`src/rtl/hysteresis_threshold.sv`:
```
// Streaming double-threshold + single-pass hysteresis stage for the Canny edge
// pipeline. Magnitudes are classified into NONE/WEAK/STRONG codes, buffered in
// two class line buffers and a 3x3 class window, and one binary edge pixel is
// produced per input pixel in raster order. A FLUSH phase pushes out the last
// IMG_WIDTH+1 pixels of a frame without needing further input.
module hysteresis_threshold #(
  parameter int IMG_WIDTH  = 512,
  parameter int IMG_HEIGHT = 512,
  parameter int MAG_W      = 11,
  parameter int HIGH_TH    = 200,
  parameter int LOW_TH     = 80
) (
  input  logic             clk,
  input  logic             rst,
  input  logic [MAG_W-1:0] mag_in,
  input  logic             mag_in_valid,
  output logic [7:0]       edge_pixel_out,
  output logic             edge_pixel_out_valid,
  output logic             frame_done
);

  localparam logic [1:0] CLS_NONE   = 2'd0;
  localparam logic [1:0] CLS_WEAK   = 2'd1;
  localparam logic [1:0] CLS_STRONG = 2'd2;

  localparam int CIW = $clog2(IMG_WIDTH);      // column index width
  localparam int CW  = $clog2(IMG_WIDTH + 1);  // flush counter reaches IMG_WIDTH
  localparam int RW  = $clog2(IMG_HEIGHT);

  typedef enum logic [1:0] {FILL = 2'd0, STREAM = 2'd1, FLUSH = 2'd2} state_t;

  state_t state, state_nxt;

  logic [CIW-1:0] in_col;
  logic [RW-1:0]  in_row;
  logic [CW-1:0]  flush_cnt;
  logic [CIW-1:0] out_col;
  logic [RW-1:0]  out_row;

  logic [1:0] lb0 [IMG_WIDTH];   // class codes of the row above the incoming one
  logic [1:0] lb1 [IMG_WIDTH];   // class codes two rows above the incoming one
  logic [1:0] win [3][3];        // [row][col], row 0 = oldest row, col 2 = newest column

  logic       shift;
  logic       calc_nxt;
  logic       calc;
  logic [1:0] cls;
  logic       in_last_col;
  logic       in_last_row;
  logic       out_last_col;
  logic       out_last_row;
  logic       nb_strong;
  logic [7:0] decision;

  function automatic logic [1:0] classify(input logic [MAG_W-1:0] m);
    logic [1:0] c;
    if (m >= MAG_W'(HIGH_TH)) begin
      c = CLS_STRONG;
    end else if (m >= MAG_W'(LOW_TH)) begin
      c = CLS_WEAK;
    end else begin
      c = CLS_NONE;
    end
    return c;
  endfunction

  function automatic logic is_strong(input logic [1:0] c);
    return (c == CLS_STRONG);
  endfunction

  assign in_last_col  = (in_col == CIW'(IMG_WIDTH - 1));
  assign in_last_row  = (in_row == RW'(IMG_HEIGHT - 1));
  assign out_last_col = (out_col == CIW'(IMG_WIDTH - 1));
  assign out_last_row = (out_row == RW'(IMG_HEIGHT - 1));

  // Sequencer: decides when the window shifts, what class enters, and whether an output follows.
  always_comb begin
    state_nxt = state;
    shift     = 1'b0;
    calc_nxt  = 1'b0;
    cls       = CLS_NONE;
    case (state)
      FILL: begin
        if (mag_in_valid) begin
          shift = 1'b1;
          cls   = classify(mag_in);
          // The (IMG_WIDTH+1)-th sample of the frame is pixel (1,0).
          if ((in_row == RW'(1)) && (in_col == CIW'(0))) begin
            state_nxt = STREAM;
          end else begin
            state_nxt = FILL;
          end
        end else begin
          state_nxt = FILL;
        end
      end
      STREAM: begin
        if (mag_in_valid) begin
          shift    = 1'b1;
          calc_nxt = 1'b1;
          cls      = classify(mag_in);
          if (in_last_col && in_last_row) begin
            state_nxt = FLUSH;
          end else begin
            state_nxt = STREAM;
          end
        end else begin
          state_nxt = STREAM;
        end
      end
      FLUSH: begin
        // Input is ignored here; NONE samples pad below and right of the image.
        shift    = 1'b1;
        calc_nxt = 1'b1;
        cls      = CLS_NONE;
        if (flush_cnt == CW'(IMG_WIDTH)) begin
          state_nxt = FILL;
        end else begin
          state_nxt = FLUSH;
        end
      end
      default: begin
        state_nxt = FILL;
      end
    endcase
  end

  // State register.
  always_ff @(posedge clk) begin
    if (rst) begin
      state <= FILL;
    end else begin
      state <= state_nxt;
    end
  end

  // Input-side position counters; in_col keeps counting through FLUSH as the line-buffer address.
  always_ff @(posedge clk) begin
    if (rst) begin
      in_col    <= '0;
      in_row    <= '0;
      flush_cnt <= '0;
    end else if (shift) begin
      if (state == FLUSH) begin
        if (flush_cnt == CW'(IMG_WIDTH)) begin
          flush_cnt <= '0;
          in_col    <= '0;
          in_row    <= '0;
        end else begin
          flush_cnt <= flush_cnt + CW'(1);
          in_col    <= in_last_col ? '0 : in_col + CIW'(1);
        end
      end else begin
        flush_cnt <= '0;
        if (in_last_col) begin
          in_col <= '0;
          in_row <= in_last_row ? '0 : in_row + RW'(1);
        end else begin
          in_col <= in_col + CIW'(1);
        end
      end
    end
  end

  // Line buffers: each column slot ages one row per write; contents need no reset since borders are masked.
  always_ff @(posedge clk) begin
    if (shift) begin
      lb1[in_col] <= lb0[in_col];
      lb0[in_col] <= cls;
    end
  end

  // 3x3 class window: shift left and load the new column from the line buffers and the fresh class.
  always_ff @(posedge clk) begin
    if (rst) begin
      for (int r = 0; r < 3; r++) begin
        for (int c = 0; c < 3; c++) begin
          win[r][c] <= CLS_NONE;
        end
      end
    end else if (shift) begin
      for (int r = 0; r < 3; r++) begin
        win[r][0] <= win[r][1];
        win[r][1] <= win[r][2];
      end
      win[0][2] <= lb1[in_col];
      win[1][2] <= lb0[in_col];
      win[2][2] <= cls;
    end
  end

  // Edge decision for the window centre, masking neighbours that fall outside the image.
  always_comb begin
    nb_strong =
        ((out_row != '0) && (out_col != '0) && is_strong(win[0][0])) ||
        ((out_row != '0)                     && is_strong(win[0][1])) ||
        ((out_row != '0) && !out_last_col    && is_strong(win[0][2])) ||
        ((out_col != '0)                     && is_strong(win[1][0])) ||
        (!out_last_col                       && is_strong(win[1][2])) ||
        (!out_last_row && (out_col != '0)    && is_strong(win[2][0])) ||
        (!out_last_row                       && is_strong(win[2][1])) ||
        (!out_last_row && !out_last_col      && is_strong(win[2][2]));
    if (win[1][1] == CLS_STRONG) begin
      decision = 8'hFF;
    end else if ((win[1][1] == CLS_WEAK) && nb_strong) begin
      decision = 8'hFF;
    end else begin
      decision = 8'h00;
    end
  end

  // Output stage: registers the decision one edge after the shift and tracks the output position.
  always_ff @(posedge clk) begin
    if (rst) begin
      calc                 <= 1'b0;
      edge_pixel_out       <= 8'h00;
      edge_pixel_out_valid <= 1'b0;
      frame_done           <= 1'b0;
      out_col              <= '0;
      out_row              <= '0;
    end else begin
      calc <= calc_nxt;
      if (calc) begin
        edge_pixel_out       <= decision;
        edge_pixel_out_valid <= 1'b1;
        frame_done           <= out_last_col && out_last_row;
        if (out_last_col) begin
          out_col <= '0;
          out_row <= out_last_row ? '0 : out_row + RW'(1);
        end else begin
          out_col <= out_col + CIW'(1);
        end
      end else begin
        edge_pixel_out_valid <= 1'b0;
        frame_done           <= 1'b0;
      end
    end
  end

endmodule
```
`config.mk`:
```
export PLATFORM = sky130hd
export DESIGN_NAME = hysteresis_threshold
export DESIGN_NICKNAME = d
export VERILOG_FILES = /design/src/rtl/hysteresis_threshold.sv
export SDC_FILE = /design/constraint.sdc
export NUM_CORES = 2
export LEC_CHECK = 0
export CAP_MARGIN = 10
export CORE_MARGIN = 2
export CORE_UTILIZATION = 60
export DETAILED_ROUTE_END_ITERATION = 16
export PLACE_DENSITY = 0.77
export REMOVE_ABC_BUFFERS = 1
export SLEW_MARGIN = 20
export SYNTH_ARGS = -nofsm -noshare
export SYNTH_HDL_FRONTEND = slang
export SYNTH_SLANG_ARGS = --single-unit
```
`constraint.sdc`:
```
create_clock -name clk -period 32.9 [get_ports clk]
set_clock_uncertainty 0.05 [all_clocks]
set_input_delay 6.58 -clock clk [delete_from_list [all_inputs] [get_ports clk]]
set_output_delay 6.58 -clock clk [all_outputs]
set_load 0.005 [all_outputs]
```
# Word-level counts from Yosys, hierarchy flattened
# Memory sizes are Yosys's and may differ from the RTL's. A register that Yosys moved wholly into a read port is not among the register bits.
# Cells that the tools add are included.
[totals]
ff_bits = 59
ram_bits = 2066
inputBits = 14
output_inout_bits = 10
word_cells = 129
mem_count = 3
[classes]
add_sub_neg = 5
magnitude_cmp = 2
eq_ne = 19
muxes = 46
n_bitwise = 10
reduce_logical = 34
[mem_list]
columns = ["memory", "depth", "word_bits", "rd", "rd_ports_with_merged_regs", "write_ports", "line", "text"]
rows = [
  ["lb0", 512, 2, 1, 1, 1, "40", "logic [1:0] lb0 [IMG_WIDTH];"],
  ["lb1", 512, 2, 1, 1, 1, "41", "logic [1:0] lb1 [IMG_WIDTH];"],
  ["win", 3, 6, 3, 0, 3, "42", "logic [1:0] win [3][3];"],
]
[op_table]
columns = ["operator", "count"]
rows = [
  ["9-bit two-way mux", 13],
  ["9-bit by 1-bit adder with 9-bit output (second input constant)", 4],
  ["9-bit equality test (second input constant)", 4],
  ["2-bit two-way mux", 16],
  ["2-bit equality test (second input constant)", 10],
  ["10-bit two-way mux", 2],
  ["9-bit nonzero test", 2],
  ["1-bit logical AND", 16],
  ["8-bit two-way mux", 2],
  ["11-bit by 7-bit >= comparator with 1-bit output (second input constant)", 1],
  ["11-bit by 8-bit >= comparator with 1-bit output (second input constant)", 1],
  ["10-bit by 1-bit adder with 10-bit output (second input constant)", 1],
  ["10-bit equality test (second input constant)", 1],
  ["1-bit two-way mux", 10],
  ["9-bit by 1-bit equality test with 1-bit output (second input constant)", 1],
  ["9-bit logical NOT", 1],
  ["1-bit OR", 9],
  ["1-bit logical OR", 7],
  ["2-bit case mux with 3 select lines", 1],
  ["2-bit by 1-bit equality test with 1-bit output (second input constant)", 2],
  ["1-bit case mux with 2 select lines", 2],
  ["2-bit OR reduction", 2],
  ["3-bit AND reduction", 1],
  ["1-bit logical NOT", 2],
  ["5 further kinds", 5],
]

# Logic depth before layout (Yosys ltp)
[logic_depth]
word_depth = 13
mapped_depth = 13
depth_no_buf = 12

# Worst setup path after synthesis
# No wires, ideal clock.
[synth_path]
kind = "input to register"
from = "in mag_in[5]"
to = "mem lb0[0][0], data pin"
setup_ns = 3.991
t_arrival_ns = 26.171
required_time_ns = 28.859
setup_slack_ns = 2.688
path_stages = 3
n_path_buf = 0
cell_sequence = "o311ai_0 -> nand2_1 -> nor3_1"
[synth_between]
elab_chain_len = 5
word_cells_on_any_way = 6
cone_classes = "order compare (2); mux (4)"
[synth_lines]
columns = ["item", "line", "text"]
rows = [
  ["from (decl)", "15", "input logic [MAG_W-1:0] mag_in,"],
  ["11-bit by 7-bit >= comparator with 1-bit output", "59", "end else if (m >= MAG_W'(LOW_TH)) begin"],
  ["1-bit two-way mux", "59", ""],
  ["2-bit two-way mux (*)", "57", "if (m >= MAG_W'(HIGH_TH)) begin"],
  ["2-bit two-way mux (*)", "84", "if (mag_in_valid) begin"],
  ["2-bit two-way mux (*)", "n/a", ""],
  ["named net cls[0]", "47", "logic [1:0] cls;"],
  ["to (decl)", "40", ""],
]
# Mark *: on every way through the listed nets, which the timed path passes. The rest lies on a longest branch.

# Final worst setup path
[layout_path]
from = "in mag_in[5]"
to = "mem lb0[390][0], data pin"
# Same word-level chain as after synthesis.

==> impl_results.md <==
- Reg clk slew, reported paths: 0.06 ns
- Peak VDD IR: 0.0625 mV
- P&R area growth vs syn: 9.87%
- Die ar.: 144000 µm²
- Initial core utilization: 0.606
- Critical path required time: about 33 ns
- Area contributors post-synth: edfxtp_1 (73%), mux4_2 (13%), nor2_1 (2.7%)
- Core Util, Final: 0.665
- Cts bufs inserted: 198
- Cell Pwr Density: ~60 nW/µm²
- Htree depth: 4
- Vias in the first global route: approximately 44000
- Buf/Inv on CP: 4
- Post-CTS Repair Setup Buffers: 0
- Initial DRC count: ~6300
- Maximum clock path buffer count: 3
- Skew-Pair Late Insertion Delay: roughly 0.85 ns
- Async set-reset flop share out of synthesis: 0
- Netlist cell types: 76
- Via-to-Cell Ratio: 6.77
- Clock sinks: 2127
- First-pass GRT wire length: 299000 µm
- Number of flops mapped to enable cells by yosys: ~2100
- WS Path Type: primary input to register
- PortBufs: 20
- GP Congestion: 0.836
- Share of post-route cells with drive strength above 1: 0.201
- Status: complete, no violations
- Worst EP arrival: 10.81 ns
- Post-layout min period: 10.39 ns
- Multi-input logic area: 19900 µm²
- Fillers: roughly 8700
- Most frequent cells in the layout: edfxtp_1 (2066), nor2_1 (596), mux4_2 (503), clkbuf_16 (198), mux2i_1 (176)
- Post-CTS Hold Buffers: 0
- Crit-path max FO: 101
- Via count: 43726
- Worst min path class: register to register
- Pin count of the biggest net entering global routing: 262
- Unrepaired setup endpoints after global routing: false
- Dominant synthesized flop cell: edfxtp_1
- CTS root buffer: clkbuf_16
- Detail Placement HPWL: 112000 µm
- Leak Pwr: 27.5 nW
- Period utilization: 0.316
- Delay-heaviest family, CP: buffers and inverters
- Max Cap Viol: 0
- Sequential Area: 63300 µm²
- DRT Pass-1 Iters: 6
- Placed cell areas: 86500 µm²
- Mean Syn Cell Area: 19.2 µm²
- Final Total Pwr: 0.00560 W
- Die outline height: between 300 and 400 µm
- Mapped cell area: 84700 µm²
- Crit-path cells: clkdlybuf4s50_1 -> o311ai_0 -> nand2_1 -> nor3_2 -> buf_4 -> buf_4 -> buf_4
- Io pins: 24
- Slew margin rel.: 0.185
- Total grt overflow: 0
- Fmax: 0.0962 GHz
- Final Hold Fails: 0
- Seq/Total Area, Yosys: 0.747
- CP Launch Type: primary input
- Non-Filler Cell Area, Final: between 90000 and 100000 µm²
- Post-DR wirelength/cell: 31.7 µm
- Setup violators final: 0
- CTS tree: built
- Crit-path max cell delay: 0.90 ns
- Drt drc: 0
- Core area: 140000 µm²
- Post-CTS resize count: 0
- Most common cell on crit path: buf_4
- Antenna-violating nets left: 0
- Dominant cell type by area after synthesis: edfxtp_1
- Num rows: 137
- Commonest non-fill, non-tap cell in the layout: edfxtp_1
- Slew @ Worst Pin: 1.22 ns
- Final slew viol count: 0
- Seq cells post-synth: 2127
- Slowest CP cell: buf_4
- Syn Inst Count: 4402
- Synth warn: 0
- Post-Route WL: roughly 200000 µm
- Initial antenna violation count: 9
- Crit. End Element: register
- Total Routing Usage GR: 0.286
- Top-area cell type share of the netlist area: 0.732
- Fin nets: 4450
- Die X: 380 µm
[routing by layer]
layer,up-vias,GRT usage,wire length [µm]
met4,8,0.114,8540
met3,490,0.0682,24800
met1,22408,0.401,74900
met2,3023,0.440,96600
li1,17797,-,-
met5,-,0,58
[Yosys cell counts, drive strengths merged, types with 19 or more instances]
| cell type | count |
|---|---|
| edfxtp | 2066 |
| nor2 | 600 |
| mux4 | 503 |
| mux2i | 177 |
| nand2 | 152 |
| buf | 150 |
| clkbuf | 136 |
| dfxtp | 61 |
| a21oi | 49 |
| a22oi | 49 |
| nand3 | 43 |
| o21ai | 33 |
| nand4 | 32 |
| nor3 | 27 |
| o22ai | 25 |
| inv | 22 |
| and2 | 21 |
| ha | 20 |
| nor2b | 19 |
| xor2 | 19 |
[worst paths after layout]
kind	startpoint	to	slack (ns)	depth (start not counted)
setup / recovery	mag_in[5]	lb0[390][0]	22.51	7
hold / removal	in_row[8]	in_row[8]	0.43	2
setup reg to reg	register	lb1[384][1]	24.00	14
hold reg to reg	in_row[8]	in_row[8]	0.43	2
[logic make-up after synthesis]
family	after synthesis	share of synthesized area
simple gates	960	0.0485
flops	2127	0.747
compound gates	273	0.0226
buf+inv	309	0.0209
mux	687	0.156
fa+ha+maj	20	0.00295
xor+xnor	26	0.00269
[layout make-up]
cell class | instances | area share
multi-input cells | 1966 | 0.214
diodes | 3 | 0.0000807
inverters | 23 | 0.000981
flip-flops and latches | 2127 | 0.680
clock inverters | 138 | 0.0151
repair buffers | 100 | 0.0103
clock buffers | 230 | 0.0545
well taps | 1876 | 0.0252
[registers in the layout, indices dropped and copies added (netlist names), named ones only]
name	flops
state	2
out_col	9
lb1	1024
flush_cnt	10
in_row	9
calc	1
edge_pixel_out	1
frame_done	1
lb0	1024
edge_pixel_out_valid	1
out_row	9
in_col	9
win	18
[worst register-to-register path: stages (launching register included)]
cell and delay, ns:
dfxtp_4 0.76, buf_4 0.77, buf_4 0.80, buf_4 0.77
buf_4 0.60, buf_4 0.72, mux4_2 0.45, a221oi_1 0.09
nand2_1 0.36, nand4_1 0.25, or4_1 0.63, nand2_4 0.55
buf_6 0.67, buf_12 0.38, buf_16 0.42
[through the flow]
step / instances / TNS, ns / hold WS (ns) / worst slack [ns]
after floorplan: 4116 / -2043.54 / 0.393 / -3.99
after global placement: 6088 / 0 / 0.421 / 22.00
after detailed placement: 6088 / 0 / 0.429 / 21.73
after CTS: 6456 / 0 / 0.437 / 22.57
after global routing: 6461 / 0 / 0.447 / 22.25
final: 6463 / 0 / 0.434 / 22.51
[report_power, final]
group          internal (W)  switching (W)  total (W)
clock               0.00129       0.000998    0.00229
sequential          0.00301     0.00000511    0.00302
combinational      0.000107       0.000186   0.000292
(Power assumes the default switching activity.)
